[src/rtl/riscv_fetch_pkg.sv]
// Shared types and constants for the instruction-fetch stage.
package riscv_fetch_pkg;

    localparam int unsigned XLEN = 32;

    localparam logic [XLEN-1:0] NOP_INSTR        = 32'h0000_0013;
    localparam logic [XLEN-1:0] DEFAULT_RESET_PC = 32'h0000_0000;
    localparam logic [XLEN-1:0] DEFAULT_TRAP_VEC = 32'h0000_0100;

    typedef enum logic [2:0] {
        StIdle,
        StFetch,
        StHold,
        StDiscard,
        StFault
    } fetch_state_t;

endpackage

[src/rtl/next_pc_sel.sv]
// Fixed-priority next-PC mux: trap > redirect > sequential. Also exports the
// aligned control-flow target alone so other blocks can reuse it.
module next_pc_sel
    import riscv_fetch_pkg::*;
#(
    parameter logic [XLEN-1:0] TRAP_VEC = DEFAULT_TRAP_VEC
) (
    input  logic [XLEN-1:0] i_pc,
    input  logic            i_trap_valid,
    input  logic            i_redirect_valid,
    input  logic [XLEN-1:0] i_redirect_pc,
    output logic            o_take,
    output logic [XLEN-1:0] o_target,
    output logic [XLEN-1:0] o_pc_next
);

    logic w_unused_low_bits;

    // Low bits are forced to zero, so they never reach the fetch address.
    assign w_unused_low_bits = ^i_redirect_pc[1:0];

    always_comb begin
        o_take   = i_trap_valid | i_redirect_valid;
        o_target = i_trap_valid ? TRAP_VEC : {i_redirect_pc[XLEN-1:2], 2'b00};
        o_pc_next = o_take ? o_target : i_pc + 32'd4;
    end

endmodule

[src/rtl/fetch_ctrl.sv]
// Instruction-fetch sequencer: owns the PC, runs the imem req/ack handshake,
// presents one instruction at a time to decode and flags imem timeouts.
module fetch_ctrl
    import riscv_fetch_pkg::*;
#(
    parameter logic [XLEN-1:0] RESET_PC = DEFAULT_RESET_PC,
    parameter logic [XLEN-1:0] TRAP_VEC = DEFAULT_TRAP_VEC,
    parameter int unsigned     TIMEOUT  = 16
) (
    input  logic            clk,
    input  logic            reset,
    output logic            imem_req,
    output logic [XLEN-1:0] imem_addr,
    input  logic            imem_ack,
    input  logic [XLEN-1:0] imem_rdata,
    input  logic            redirect_valid,
    input  logic [XLEN-1:0] redirect_pc,
    input  logic            trap_valid,
    input  logic            stall,
    output logic [XLEN-1:0] pc,
    output logic [XLEN-1:0] pc_next,
    output logic [XLEN-1:0] instr,
    output logic            instr_valid,
    output logic            fetch_fault
);

    localparam int unsigned      CNT_W    = $clog2(TIMEOUT + 1);
    localparam logic [CNT_W-1:0] CNT_LAST = CNT_W'(TIMEOUT - 1);

    fetch_state_t     r_state;
    logic [XLEN-1:0]  r_pc;
    logic [XLEN-1:0]  r_addr;
    logic             r_req;
    logic [XLEN-1:0]  r_instr;
    logic             r_instr_valid;
    logic             r_fault;
    logic [CNT_W-1:0] r_cnt;

    logic             w_take;
    logic [XLEN-1:0]  w_target;
    logic [XLEN-1:0]  w_pc_next;
    logic [XLEN-1:0]  w_resume_pc;

    next_pc_sel #(
        .TRAP_VEC (TRAP_VEC)
    ) u_next_pc_sel (
        .i_pc             (r_pc),
        .i_trap_valid     (trap_valid),
        .i_redirect_valid (redirect_valid),
        .i_redirect_pc    (redirect_pc),
        .o_take           (w_take),
        .o_target         (w_target),
        .o_pc_next        (w_pc_next)
    );

    // Address to fetch when DISCARD ends; a same-cycle redirect/trap still wins.
    assign w_resume_pc = w_take ? w_target : r_pc;

    always_ff @(posedge clk) begin
        if (reset) begin
            r_state       <= StIdle;
            r_pc          <= RESET_PC;
            r_addr        <= RESET_PC;
            r_req         <= 1'b0;
            r_instr       <= NOP_INSTR;
            r_instr_valid <= 1'b0;
            r_fault       <= 1'b0;
            r_cnt         <= '0;
        end else begin
            unique case (r_state)
                StIdle: begin
                    r_state <= StFetch;
                    r_req   <= 1'b1;
                    r_addr  <= r_pc;
                    r_cnt   <= '0;
                end
                StFetch: begin
                    if (w_take) begin
                        r_pc  <= w_target;
                        r_cnt <= '0;
                        if (imem_ack) begin
                            r_addr <= w_target;
                        end else begin
                            r_state <= StDiscard;
                        end
                    end else if (imem_ack) begin
                        r_instr       <= imem_rdata;
                        r_instr_valid <= 1'b1;
                        r_req         <= 1'b0;
                        r_cnt         <= '0;
                        r_state       <= StHold;
                    end else if (r_cnt == CNT_LAST) begin
                        r_state       <= StFault;
                        r_req         <= 1'b0;
                        r_instr_valid <= 1'b0;
                        r_fault       <= 1'b1;
                        r_cnt         <= '0;
                    end else begin
                        r_cnt <= r_cnt + 1'b1;
                    end
                end
                StHold: begin
                    // Redirect/trap overrides stall and drops the held instruction.
                    if (!stall || w_take) begin
                        r_pc          <= w_pc_next;
                        r_addr        <= w_pc_next;
                        r_req         <= 1'b1;
                        r_instr_valid <= 1'b0;
                        r_cnt         <= '0;
                        r_state       <= StFetch;
                    end
                end
                StDiscard: begin
                    if (w_take) begin
                        r_pc <= w_target;
                    end
                    if (imem_ack) begin
                        r_addr  <= w_resume_pc;
                        r_cnt   <= '0;
                        r_state <= StFetch;
                    end else if (r_cnt == CNT_LAST) begin
                        r_state       <= StFault;
                        r_req         <= 1'b0;
                        r_instr_valid <= 1'b0;
                        r_fault       <= 1'b1;
                        r_cnt         <= '0;
                    end else begin
                        r_cnt <= r_cnt + 1'b1;
                    end
                end
                StFault: begin
                    if (trap_valid) begin
                        r_pc    <= TRAP_VEC;
                        r_addr  <= TRAP_VEC;
                        r_req   <= 1'b1;
                        r_fault <= 1'b0;
                        r_cnt   <= '0;
                        r_state <= StFetch;
                    end
                end
                default: begin
                    r_state <= StIdle;
                end
            endcase
        end
    end

    assign imem_req    = r_req;
    assign imem_addr   = r_addr;
    assign pc          = r_pc;
    assign pc_next     = w_pc_next;
    assign instr       = r_instr;
    assign instr_valid = r_instr_valid;
    assign fetch_fault = r_fault;

endmodule
[config.mk]
export PLATFORM = sky130hd
export DESIGN_NAME = fetch_ctrl
export DESIGN_NICKNAME = d
export VERILOG_FILES = /design/src/rtl/riscv_fetch_pkg.sv /design/src/rtl/next_pc_sel.sv /design/src/rtl/fetch_ctrl.sv
export SDC_FILE = /design/constraint.sdc
export NUM_CORES = 1
export LEC_CHECK = 0
export ABC_CLOCK_PERIOD_IN_PS = 4700
export CAP_MARGIN = 20
export CORE_AREA = 2 2 159 114
export DETAILED_ROUTE_END_ITERATION = 7
export DIE_AREA = 0 0 161 116
export PLACE_DENSITY_LB_ADDON = 0.05
export SYNTH_ARGS = -nofsm -noshare
export SYNTH_HDL_FRONTEND = slang
export SYNTH_SLANG_ARGS = --single-unit
export TNS_END_PERCENT = 20
[constraint.sdc]
create_clock -name clk -period 4.7 [get_ports clk]
set_input_delay 1.41 -clock clk [delete_from_list [all_inputs] [get_ports clk]]
set_output_delay 1.41 -clock clk [all_outputs]
set_load 0.05 [all_outputs]
### Yosys cells after proc, flatten, opt, wreduce, memory -nomap -nowiden

Index checks and enable logic that the tools add are counted.

| word-level totals | value |
|---|---|
| bits in registers | 107 |
| bits in latches | 0 |
| bits in writable memories | 0 |
| ROM bits | 0 |
| input port bits | 70 |
| memories | 0 |

| cells by class | value |
|---|---|
| $add $sub $neg | 2 |
| multipliers | 0 |
| divide/modulo/power cells | 0 |
| magnitude comparators | 0 |
| equality and inequality tests | 13 |
| shifts and indexed selects | 0 |
| mux-type cells | 42 |
| bitwise operators | 2 |
| reduce and logical (&&, ||, !) cells | 16 |

Operators by type and width:

| kind | number |
|---|---|
| 32-bit two-way mux | 8 |
| 32-bit one-hot mux with 5 select lines | 1 |
| 32-bit one-hot mux with 3 select lines | 1 |
| 32-bit by 3-bit adder with 32-bit output (second input constant) | 1 |
| 5-bit two-way mux | 5 |
| 5-bit one-hot mux with 5 select lines | 1 |
| 3-bit two-way mux | 7 |
| 1-bit two-way mux | 15 |
| 3-bit one-hot mux with 5 select lines | 1 |
| 3-bit AND reduction | 5 |
| 2-bit inequality test (second input constant) | 7 |
| 3-bit nonzero test | 3 |
| 3-bit by 2-bit == test with 1-bit output (second input constant) | 2 |
| 1-bit one-hot mux with 3 select lines | 2 |
| 6-bit AND reduction | 1 |
| 5-bit by 1-bit adder with 5-bit output (second input constant) | 1 |
| 5-bit by 4-bit == test with 1-bit output (second input constant) | 1 |
| 1-bit one-hot mux with 5 select lines | 1 |
| 5-bit AND reduction | 1 |
| 5-bit nonzero test | 1 |
| 4-bit AND reduction | 1 |
| 3-bit by 1-bit == test with 1-bit output (second input constant) | 1 |
| 3-bit == test (second input constant) | 1 |
| 3-bit zero test | 1 |
| other kinds (6) | 6 |

### Logic depth before layout (Yosys ltp)

Gate-level depths: netlist (run 1).

| depth | value |
|---|---|
| word-level depth | 5 |
| depth in mapped cells | 10 |
| depth with buffers taken out | 7 |

### Modules after synthesis

From an unflattened synthesis (run 1), not the netlist that was laid out.

| unflattened totals | value |
|---|---|
| cell total of the unflattened synthesis | 906 |
| area total of the unflattened synthesis | 6939.2 um^2 |

By module, submodules not included:

| module | instances | cells an instance | area each (um^2) | seq. area each (um^2) |
|---|---|---|---|---|
| fetch_ctrl | 1 | 685 | 5646.7 | 2142.1 |
| next_pc_sel | 1 | 221 | 1292.5 | 0.0 |

### Worst setup path before layout (run 1)

No wires, ideal clock.

| timing | value |
|---|---|
| path type | input to output |
| start point | input redirect_valid |
| end point | output pc_next[27] |
| arrival time | 3.917 ns |
| slack | -0.627 ns |
| cell stages on the path | 7 |
| cell sequence | clkbuf_1 -> clkbuf_1 -> buf_1 -> buf_1 -> clkbuf_1 -> nor2_1 -> nor3_1 |

| on the way | value |
|---|---|
| word-level cells in the longest chain between the ends | 2 |

RTL lines:

| element | line | text |
|---|---|---|
| start: declaration | fetch_ctrl.sv:16 | `input logic redirect_valid,` |
| 1-bit bitwise OR | next_pc_sel.sv:23 | `o_take = i_trap_valid \| i_redirect_valid;` |
| 32-bit two-way mux | next_pc_sel.sv:25 | `o_pc_next = o_take ? o_target : i_pc + 32'd4;` |
| end: declaration | fetch_ctrl.sv:21 | `output logic [XLEN-1:0] pc_next,` |

No other way between the ends.

### Final worst setup path (run 1)

| timing | value |
|---|---|
| start point | register r_pc[3] (netlist: pc[3]) |
| end point | output pc_next[27] |

| on the way | value |
|---|---|
| word-level cells in the longest chain between the ends | 2 |

RTL lines:

| element | line | text |
|---|---|---|
| start: declaration | fetch_ctrl.sv:31 | `logic [XLEN-1:0] r_pc;` |
| start signal: assignment | fetch_ctrl.sv:79 | `r_pc <= w_target;` |
| start signal: assignment | fetch_ctrl.sv:105 | `r_pc <= w_pc_next;` |
| start signal: assignment | fetch_ctrl.sv:115 | `r_pc <= w_target;` |
| 32-bit by 3-bit adder with 32-bit output | next_pc_sel.sv:25 |  |
| 32-bit two-way mux | next_pc_sel.sv:25 |  |

No other way between the ends.

==> results of run 1 <==
-- flip-flops by register name (all words and copies together) (netlist names) --
register     flops
instr_valid      1
r_cnt            5
instr           32
imem_addr       32
pc              32
r_state          3
fetch_fault      1
imem_req         1
-- power by group --
part           switching, mW  total (mW)  internal, mW
Sequential            0.0783        1.04         0.966
Clock                  0.377       0.742         0.365
Combinational          0.634        1.02         0.381
-- worst max-delay path: stages (launching register included) --
cell and delay (ns):
dfxtp_1 0.56, nand2_1 0.27, or4_4 0.58, or4_1 0.60, xnor2_1 0.21, nor2_1 0.09, nor3_4 0.21, buf_12 0.16
-- placed cells by master, fill, tap and decap left out, types with 7 or more instances in the layout --
master and instances:
clkdlybuf4s50_1 163, nor3_1 37, nand2_1 131, buf_12 33, clkbuf_16 9, o31a_1 7
and2_1 7, xnor2_1 9, or3_1 13, nand3b_1 8, nand4_1 11, dfxtp_1 107
a211oi_1 26, inv_1 18, nand2b_1 13, nor4_1 10, a22oi_1 8, mux2i_1 11
buf_4 41, nand3_1 29, a221oi_1 15, a21oi_1 99, nor2_1 95, o21ai_0 65
-- final cells by class --
class / count / area, µm²
Fill cell: 1653 / 7360
Multi-Input combinational cell: 730 / 4240
Timing Repair Buffer: 240 / 2640
Sequential cell: 107 / 2140
Tap cell: 231 / 289
Clock buffer: 9 / 225
Inverter: 19 / 71.3
Clock inverter: 6 / 51.3
-- cells by family (layout without fill, tap and decap cells) --
group | count (synthesis) | count (layout) | share of synthesized area [%]
adders and majority gates | 4 | 4 | 0.664
DFF | 107 | 107 | 31.6
buffers and inverters | 112 | 274 | 6.47
muxes | 15 | 15 | 2.29
and+or+nand+nor | 399 | 399 | 28.4
xor gates and xnor gates | 13 | 13 | 1.68
AOI/OAI and AO/OA | 299 | 299 | 28.9
-- layer usage --
| layer | routed length, µm | GRT usage [%] | part of all wire (%) |
|---|---|---|---|
| met5 | 0 | 0 | 0 |
| met4 | 378 | 7.32 | 1.4 |
| met3 | 2510 | 5.65 | 9.5 |
| met2 | 11400 | 40.8 | 43 |
| met1 | 12300 | 40.6 | 46 |
-- metrics by stage --
stage | total power [mW] | util [%] | cell area, µm²
3_5_place_dp | 2.06 | 54.9 | 9350
6_report | 2.80 | 56.7 | 9650
2_1_floorplan | 1.66 | - | 6800
4_1_cts | 2.81 | 56.6 | 9630
5_1_grt | 2.91 | 56.7 | 9650
3_3_place_gp | 2.06 | 54.9 | 9350
-- how the worst min path moves through the flow --
stage,startpoint,endpoint,slack (ns),cells past startpoint
after floorplan,r_cnt[4],r_cnt[4],0.45,1
after global placement,imem_addr[0],imem_addr[0],0.44,2
after detailed placement,imem_addr[2],imem_addr[2],0.45,2
after CTS,instr[25],instr[25],0.46,2
after global routing,instr[15],instr[15],0.47,2
final,instr[25],instr[25],0.45,2
==> metrics.yaml, run 1 <==
cts:
  clk_latency_ns: 0.36
  cts_max_level: 3
  clkSlewWorstSetupHoldPaths_ns: 0.08
  cts_root_buf: "clkbuf_16"
  post_cts_buffers: 0
  cts_buffers: 9
  clockBufferDepth: 2
  hold_buffers: 0
  tritoncts: "done"
  cts_resized: 0
  clkSinkCount: 107
layout:
  n_antenna_cell: 0
  drive_gt1_share_pct: 10.7
  syn2layout_area_growth_pct: 42.3
  nets: 1179
  fin_cells: 1342
worst_setup_path:
  cp_max_fo: 12
  cp-end-kind: "output pin"
  reg2reg_depth: 6
  cp.arrival_ns: 3.06
  startpoint_type: "flip-flop"
  timing.rr.end: "imem_addr[21]"
  crit_start: "pc[3]"
  regToRegSetupSlack_ns: 1.80
  crit_required_ns: 3.29
  r2r_start: "r_state[0]"
  criticalPathCategory: "reg2out"
  crit_end: "pc_next[27]"
global_routing:
  grt_first_pass_wirelength_um: 40500
  first_global_vias: 7076
  gr-total-overflow: 0
  grt_max_degree: 80
  antenna_found_initial: 0
  track_usage_pct: 27.5
logic_synthesis:
  synthTopCellsByCount: "131 x nand2_1, 107 x dfxtp_1, 100 x a21oi_1, 96 x nor2_1, 74 x clkbuf_1"
  avgSynthCellArea_um2: 7.15
  synthFlopType: "dfxtp_1"
  synth_seq_cells: 107
  synth_edf_count: 0
  synth_area_um2: 6780
  yosysTopAreaCell: "dfxtp_1"
  yosysSeqAreaShare_pct: 31.6
  ys_warn_count: 0
  yosys.cell_count.top_type: "nand2_1"
  ys_async_sr_fraction_pct: 0
  synth_cells: 949
  synth_area_leaders: "dfxtp_1 32%, a21oi_1 7.4%, nand2_1 7.2%, nor2_1 5.3%, o21ai_0 4.8%"
  netlist.area_leader.share_pct: 31.6
  synth_fp_nets: 1021
  synthDistinctLibCells: 70
sta:
  clock.fmax_mhz: 224
  period_share_pct: 95.0
  fin_tns_setup_ns: 0
  hold_viol: 0
  slew_viol_final: 0
  finalCriticalPeriod_ns: 4.47
  slew-limit-headroom_pct: 21.6
  finalWorstSetupSlack_ns: 0.233
  fin_worst_skew_ns: 0.0135
  tightest_slew_ns: 1.17
  setup_violations: 0
  holdWs_ns: 0.453
  rsz0062_at_grt: "no"
drt:
  drcViolationCount: 0
  wl_per_cell_um: 19.8
  vias: 7999
  dr.pass1.iters: 7
  ant_nets: 0
  vias_per_cell: 5.96
  drt_iter0_drc: 1034
  wirelength_um: 26500
place:
  dp_slack_ns: 0.516
  port-buffer-count: 198
  dpl.cell_count: 1326
  routabilityCongestion: 0.927
  hpwl_um: 18700
floorplan:
  fp.dieW_um: 161
  coreArea_um2: 17000
  rows: 40
  die_h_um: 116
  ios: 201
  initial_core_util_pct: 39.9
  dieArea_um2: 18700
run:
  cap_violations: 0
pwr:
  p_leak_nw: 3.40
  power_density_nw_per_um2: 290
  ir_drop_v: 0.000148
status:
  outcome: "complete, no violations"
worst_hold_path:
  hp-class: "reg2reg"
(Power assumes the default switching activity.)
==> run 2: changes to the inputs <==
--- a/config.mk
+++ b/config.mk
@@ -5,7 +5,7 @@
 export SDC_FILE = /design/constraint.sdc
 export NUM_CORES = 1
 export LEC_CHECK = 0
-export ABC_CLOCK_PERIOD_IN_PS = 4700
+export ABC_CLOCK_PERIOD_IN_PS = 4920
 export CAP_MARGIN = 20
 export CORE_AREA = 2 2 159 114
 export DETAILED_ROUTE_END_ITERATION = 7
==> constraint.sdc (replaced) <==
create_clock -name clk -period 4.92 [get_ports clk]
set_input_delay 1.476 -clock clk [delete_from_list [all_inputs] [get_ports clk]]
set_output_delay 1.476 -clock clk [all_outputs]
set_load 0.1 [all_outputs]
==> metrics.yaml, run 2 (synthesized netlist as in run 1, its figures left out) <==
global_routing:
  grt_first_pass_wirelength_um: 41900  # +3.4%
  first_global_vias: 7187  # +1.6%
  antenna_found_initial: 0  # unchanged
  track_usage_pct: 28.8  # +1.3 points
  grt_max_degree: 77  # -3.8%
  gr-total-overflow: 0  # unchanged
layout:
  fillers: 1598  # -3.3%
  drive_gt1_share_pct: 11.6  # +0.93 points
  final_common_cell: "clkdlybuf4s50_1"
  seqCellArea_um2: 2140  # unchanged
  final_util_pct: 57.6  # +0.85 points
  nets: 1184  # +0.42%
  most-common-layout-cells: "163 x clkdlybuf4s50_1, 131 x nand2_1, 107 x dfxtp_1, 98 x a21oi_1, 95 x nor2_1"
  n_antenna_cell: 0  # unchanged
  multi_input_area_um2: 4280  # +0.89%
  syn2layout_area_growth_pct: 44.5
cts:
  clk_latency_ns: 0.37  # about the same
  clkSlewWorstSetupHoldPaths_ns: 0.08  # about the same
  clkSinkCount: 107  # unchanged
  cts_resized: 0  # unchanged
  tritoncts: "done"
  cts_max_level: 3  # unchanged
  hold_buffers: 0  # unchanged
  clockBufferDepth: 2  # unchanged
  cts_root_buf: "clkbuf_16"
  post_cts_buffers: 0  # unchanged
  cts_buffers: 9  # unchanged
floorplan:
  rows: 40  # unchanged
  die_h_um: 116  # unchanged
  coreArea_um2: 17000  # unchanged
  dieArea_um2: 18700  # unchanged
  fp.dieW_um: 161  # unchanged
  initial_core_util_pct: 39.9  # unchanged
  ios: 201  # unchanged
place:
  hpwl_um: 19200  # +2.8%
  port-buffer-count: 198  # unchanged
  routabilityCongestion: 0.935  # +0.80%
pwr:
  p_total_mw: 3.06  # +9.1%
  p_leak_nw: 3.45  # +1.5%
  ir_drop_v: 0.000155  # +5.1%
  power_density_nw_per_um2: 312  # +7.5%
drt:
  ant_nets: 0  # unchanged
  drt_iter0_drc: 813  # -21%
  drcViolationCount: 0  # unchanged
  dr.pass1.iters: 6  # -1
  wirelength_um: 27100  # +2.3%
  vias_per_cell: 5.94  # -0.40%
  wl_per_cell_um: 20.1  # +1.8%
  vias: 8003  # +0.050%
worst_setup_path:
  cp_max_fo: 12  # unchanged
  criticalPathCategory: "reg2out"
  cp-end-kind: "output pin"
  startpoint_type: "flip-flop"
  crit_required_ns: 3.44  # +0.15 ns
  cp.arrival_ns: 3.24  # +0.18 ns
status:
  outcome: "complete, no violations"
sta:
  setup_violations: 0  # unchanged
  hold_viol: 0  # unchanged
  slew-limit-headroom_pct: 29.7  # +8.2 points
  slew_viol_final: 0  # unchanged
  fin_worst_skew_ns: 0.00777  # -0.00577 ns
  finalCriticalPeriod_ns: 4.72
  clock.fmax_mhz: 212
  rsz0062_at_grt: "no"
  tightest_slew_ns: 1.05  # -0.121 ns
  period_share_pct: 95.9
run:
  cap_violations: 0  # unchanged
worst_hold_path:
  hp-class: "reg2reg"
## run 2: cell types whose count changed in the layout (fill, tap and decap cells not counted), moves of 2 or more
cell	previous run	this run
clkinv_4	3	1
a311oi_1	4	2
buf_12	33	35
nor3_1	37	35
nor3_2	1	3
buf_4	41	44
inv_6	1	3
## run 2: area by class of cell
| class | count | share of cell area (%) |
|---|---|---|
| multi-input combinational | 730 | 43.6 |
| clock buffer | 10 | 2.44 |
| timing repair buffer | 245 | 27.6 |
| inverter | 19 | 0.728 |
| tap | 231 | 2.95 |
| clock inverter | 6 | 0.830 |
| sequential | 107 | 21.9 |
## run 2: path summary, 6_finish.rpt
check	startpoint	end	slack [ns]	cells past startpoint
setup / recovery	pc[9]	pc_next[25]	0.20	7
hold / removal	instr[6]	instr[6]	0.45	2
setup reg to reg	r_state[1]	pc[7]	1.73	7
hold reg to reg	instr[6]	instr[6]	0.45	2
## run 2: critical path, stage by stage, from the launching register on
cell,delay [ns]
dfxtp_1,0.56
nand4_4,0.18
or4_4,0.66
nor3_1,0.50
xor2_1,0.31
nand2_1,0.10
a21oi_1,0.34
buf_12,0.23
## run 2: power breakdown
part           leakage, nW  switching [mW]  total (mW)  internal (mW)
combinational         2.42           0.892        1.26          0.373
clock                0.157           0.377       0.798          0.420
sequential           0.875          0.0717       0.994          0.922
## run 2: routing by layer
layer	track usage, %	wire length, µm
met5	0	0
met1	43.4	12800
met3	6.12	3000
met4	9.40	502
met2	40.4	10900
## run 2: per-stage QoR
step / TNS (ns) / hold slack [ns] / cells / instance area, µm² / worst slack (ns)
finish: 0 / 0.454 / 1348 / 9800 / 0.204
global route: 0 / 0.470 / 1348 / 9800 / 0.0487
CTS: 0 / 0.457 / 1348 / 9800 / 0.244
detailed placement: 0 / 0.446 / 1332 / 9480 / 0.552
global placement: 0 / 0.441 / 1331 / 9450 / 0.556
floorplan: -4.47 / 0.452 / 949 / 6840 / -0.748
==> run 3: changes to the inputs <==
==> constraint.sdc (replaced) <==
create_clock -name clk -period 4.92 [get_ports clk]
set_input_delay 1.476 -clock clk [delete_from_list [all_inputs] [get_ports clk]]
set_output_delay 1.476 -clock clk [all_outputs]
set_load 0.01 [all_outputs]
==> metrics.yaml, run 3 (synthesized netlist as in run 1, its figures left out) <==
drt:
  drcViolationCount: 0  # unchanged
  wl_met2_um: 11600  # +7.1%
  topRoutingLayerUsed: "met4"
  wl_met1_um: 12600  # -1.4%
  wirelength_um: 27000  # -0.41%
  drt_iter0_drc: 819  # +0.74%
  dr.pass1.iters: 5  # -1
  vias: 8008  # +0.062%
  wl_met3_um: 2470  # -18%
  wl_per_cell_um: 19.8  # -1.6%
  ant_nets: 0  # unchanged
  vias_per_cell: 5.87  # -1.1%
sta:
  fin_worst_skew_ns: 0.00922  # +0.00145 ns
  hold_viol: 0  # unchanged
  rsz0062_at_grt: "no"
  slew_viol_final: 0  # unchanged
  setup_violations: 0  # unchanged
  period_share_pct: 96.0  # +0.18 points
  clock.fmax_mhz: 212  # -0.19%
  tightest_slew_ns: 1.00  # -0.0486 ns
  fin_tns_setup_ns: 0  # unchanged
  slew-limit-headroom_pct: 33.1  # +3.4 points
  finalCriticalPeriod_ns: 4.72  # +0.00889 ns
floorplan:
  coreArea_um2: 17000  # unchanged
  initial_core_util_pct: 39.9  # unchanged
  ios: 201  # unchanged
  rows: 40  # unchanged
  dieArea_um2: 18700  # unchanged
  die_h_um: 116  # unchanged
  fp.dieW_um: 161  # unchanged
worst_setup_path:
  crit_required_ns: 3.44  # about the same
  cp-end-kind: "output pin"
  reg2reg_depth: 8  # +1
  cp.arrival_ns: 3.25  # about the same
  criticalPathCategory: "in2out"
  cp_max_fo: 12  # unchanged
  startpoint_type: "input port"
place:
  routabilityCongestion: 0.961  # +2.8%
  hpwl_um: 19100  # -0.51%
  port-buffer-count: 198  # unchanged
run:
  cap_violations: 0  # unchanged
cts:
  tritoncts: "done"
  clockBufferDepth: 2  # unchanged
  clkSlewWorstSetupHoldPaths_ns: 0.07  # about the same
  cts_buffers: 9  # unchanged
  cts_root_buf: "clkbuf_16"
  clk_latency_ns: 0.36  # about the same
  cts_max_level: 3  # unchanged
  hold_buffers: 0  # unchanged
  clkSinkCount: 107  # unchanged
global_routing:
  first_global_vias: 7300  # +1.6%
  grt_first_pass_wirelength_um: 41600  # -0.71%
  antenna_found_initial: 0  # unchanged
  track_usage_pct: 28.2  # -0.61 points
  grt_max_degree: 89  # +16%
  gr-total-overflow: 0  # unchanged
layout:
  syn2layout_area_growth_pct: 40.3
  n_antenna_cell: 0  # unchanged
  final_common_cell: "clkdlybuf4s50_1"
  most-common-layout-cells: "194 x clkdlybuf4s50_1, 131 x nand2_1, 104 x dfxtp_1, 99 x a21oi_1, 95 x nor2_1"
  nets: 1200  # +1.4%
  drive_gt1_share_pct: 9.71  # -1.9 points
pwr:
  p_leak_nw: 3.36  # -2.5%
  ir_drop_v: 0.000154  # -1.1%
  power_density_nw_per_um2: 261  # -16%
  p_total_mw: 2.48  # -19%
worst_hold_path:
  min_path_cells: 2  # unchanged
  hp-class: "reg2reg"
status:
  outcome: "complete, no violations"
[run 3: final cells by class]
| type | count | area [µm²] |
|---|---|---|
| Clock buffer | 9 | 225 |
| Clock inverter | 7 | 73.8 |
| Fill cell | 1639 | 7500 |
| Inverter | 19 | 71.3 |
| Multi-Input combinational cell | 730 | 4220 |
| Sequential cell | 107 | 2150 |
| Tap cell | 231 | 289 |
| Timing Repair Buffer | 261 | 2490 |
[run 3: critical path, stage by stage]
cell and delay (ns):
buf_2 0.20, inv_1 0.26, buf_4 0.24, nor2_1 0.06, a311oi_1 0.28, buf_4 0.18
clkdlybuf4s50_1 0.53
[run 3: path summary, 6_finish.rpt]
check / startpoint / to / slack [ns]
hold reg to reg: instr[25] / instr[25] / 0.45
setup reg to reg: r_state[2] / pc[28] / 1.86
hold / removal: instr[25] / instr[25] / 0.45
setup / recovery: redirect_valid / pc_next[7] / 0.20
[run 3: metrics by stage]
step / hold slack [ns] / area [µm²] / std cells / worst slack [ns] / util, %
2_1_floorplan: 0.452 / 6780 / 949 / 0.248 / -
3_3_place_gp: 0.442 / 9170 / 1345 / 0.258 / 53.9
3_5_place_dp: 0.446 / 9170 / 1345 / 0.255 / 53.9
4_1_cts: 0.456 / 9470 / 1361 / 0.0139 / 55.6
5_1_grt: 0.469 / 9520 / 1364 / 0.0964 / 55.9
6_report: 0.454 / 9520 / 1364 / 0.195 / 55.9
[run 3: per-layer routing]
metal	global-route usage, %	up-vias
li1	-	3823
met5	0	-
met2	42.4	438
met3	5.73	33
met4	6.55	0
met1	41.4	3714
[run 3: repair_timing]
action | in CTS | in global routing
setup endpoints to repair | 0 | 2
resized for setup | 0 | 5
setup buffers | 0 | 1
hold endpoints to repair | 0 | 0
[run 3: report_power, final]
part	switching, mW	total, mW	internal (mW)	leakage [nW]
logic	0.398	0.742	0.344	2.34
registers	0.0593	0.982	0.923	0.876
clock network	0.360	0.759	0.399	0.147
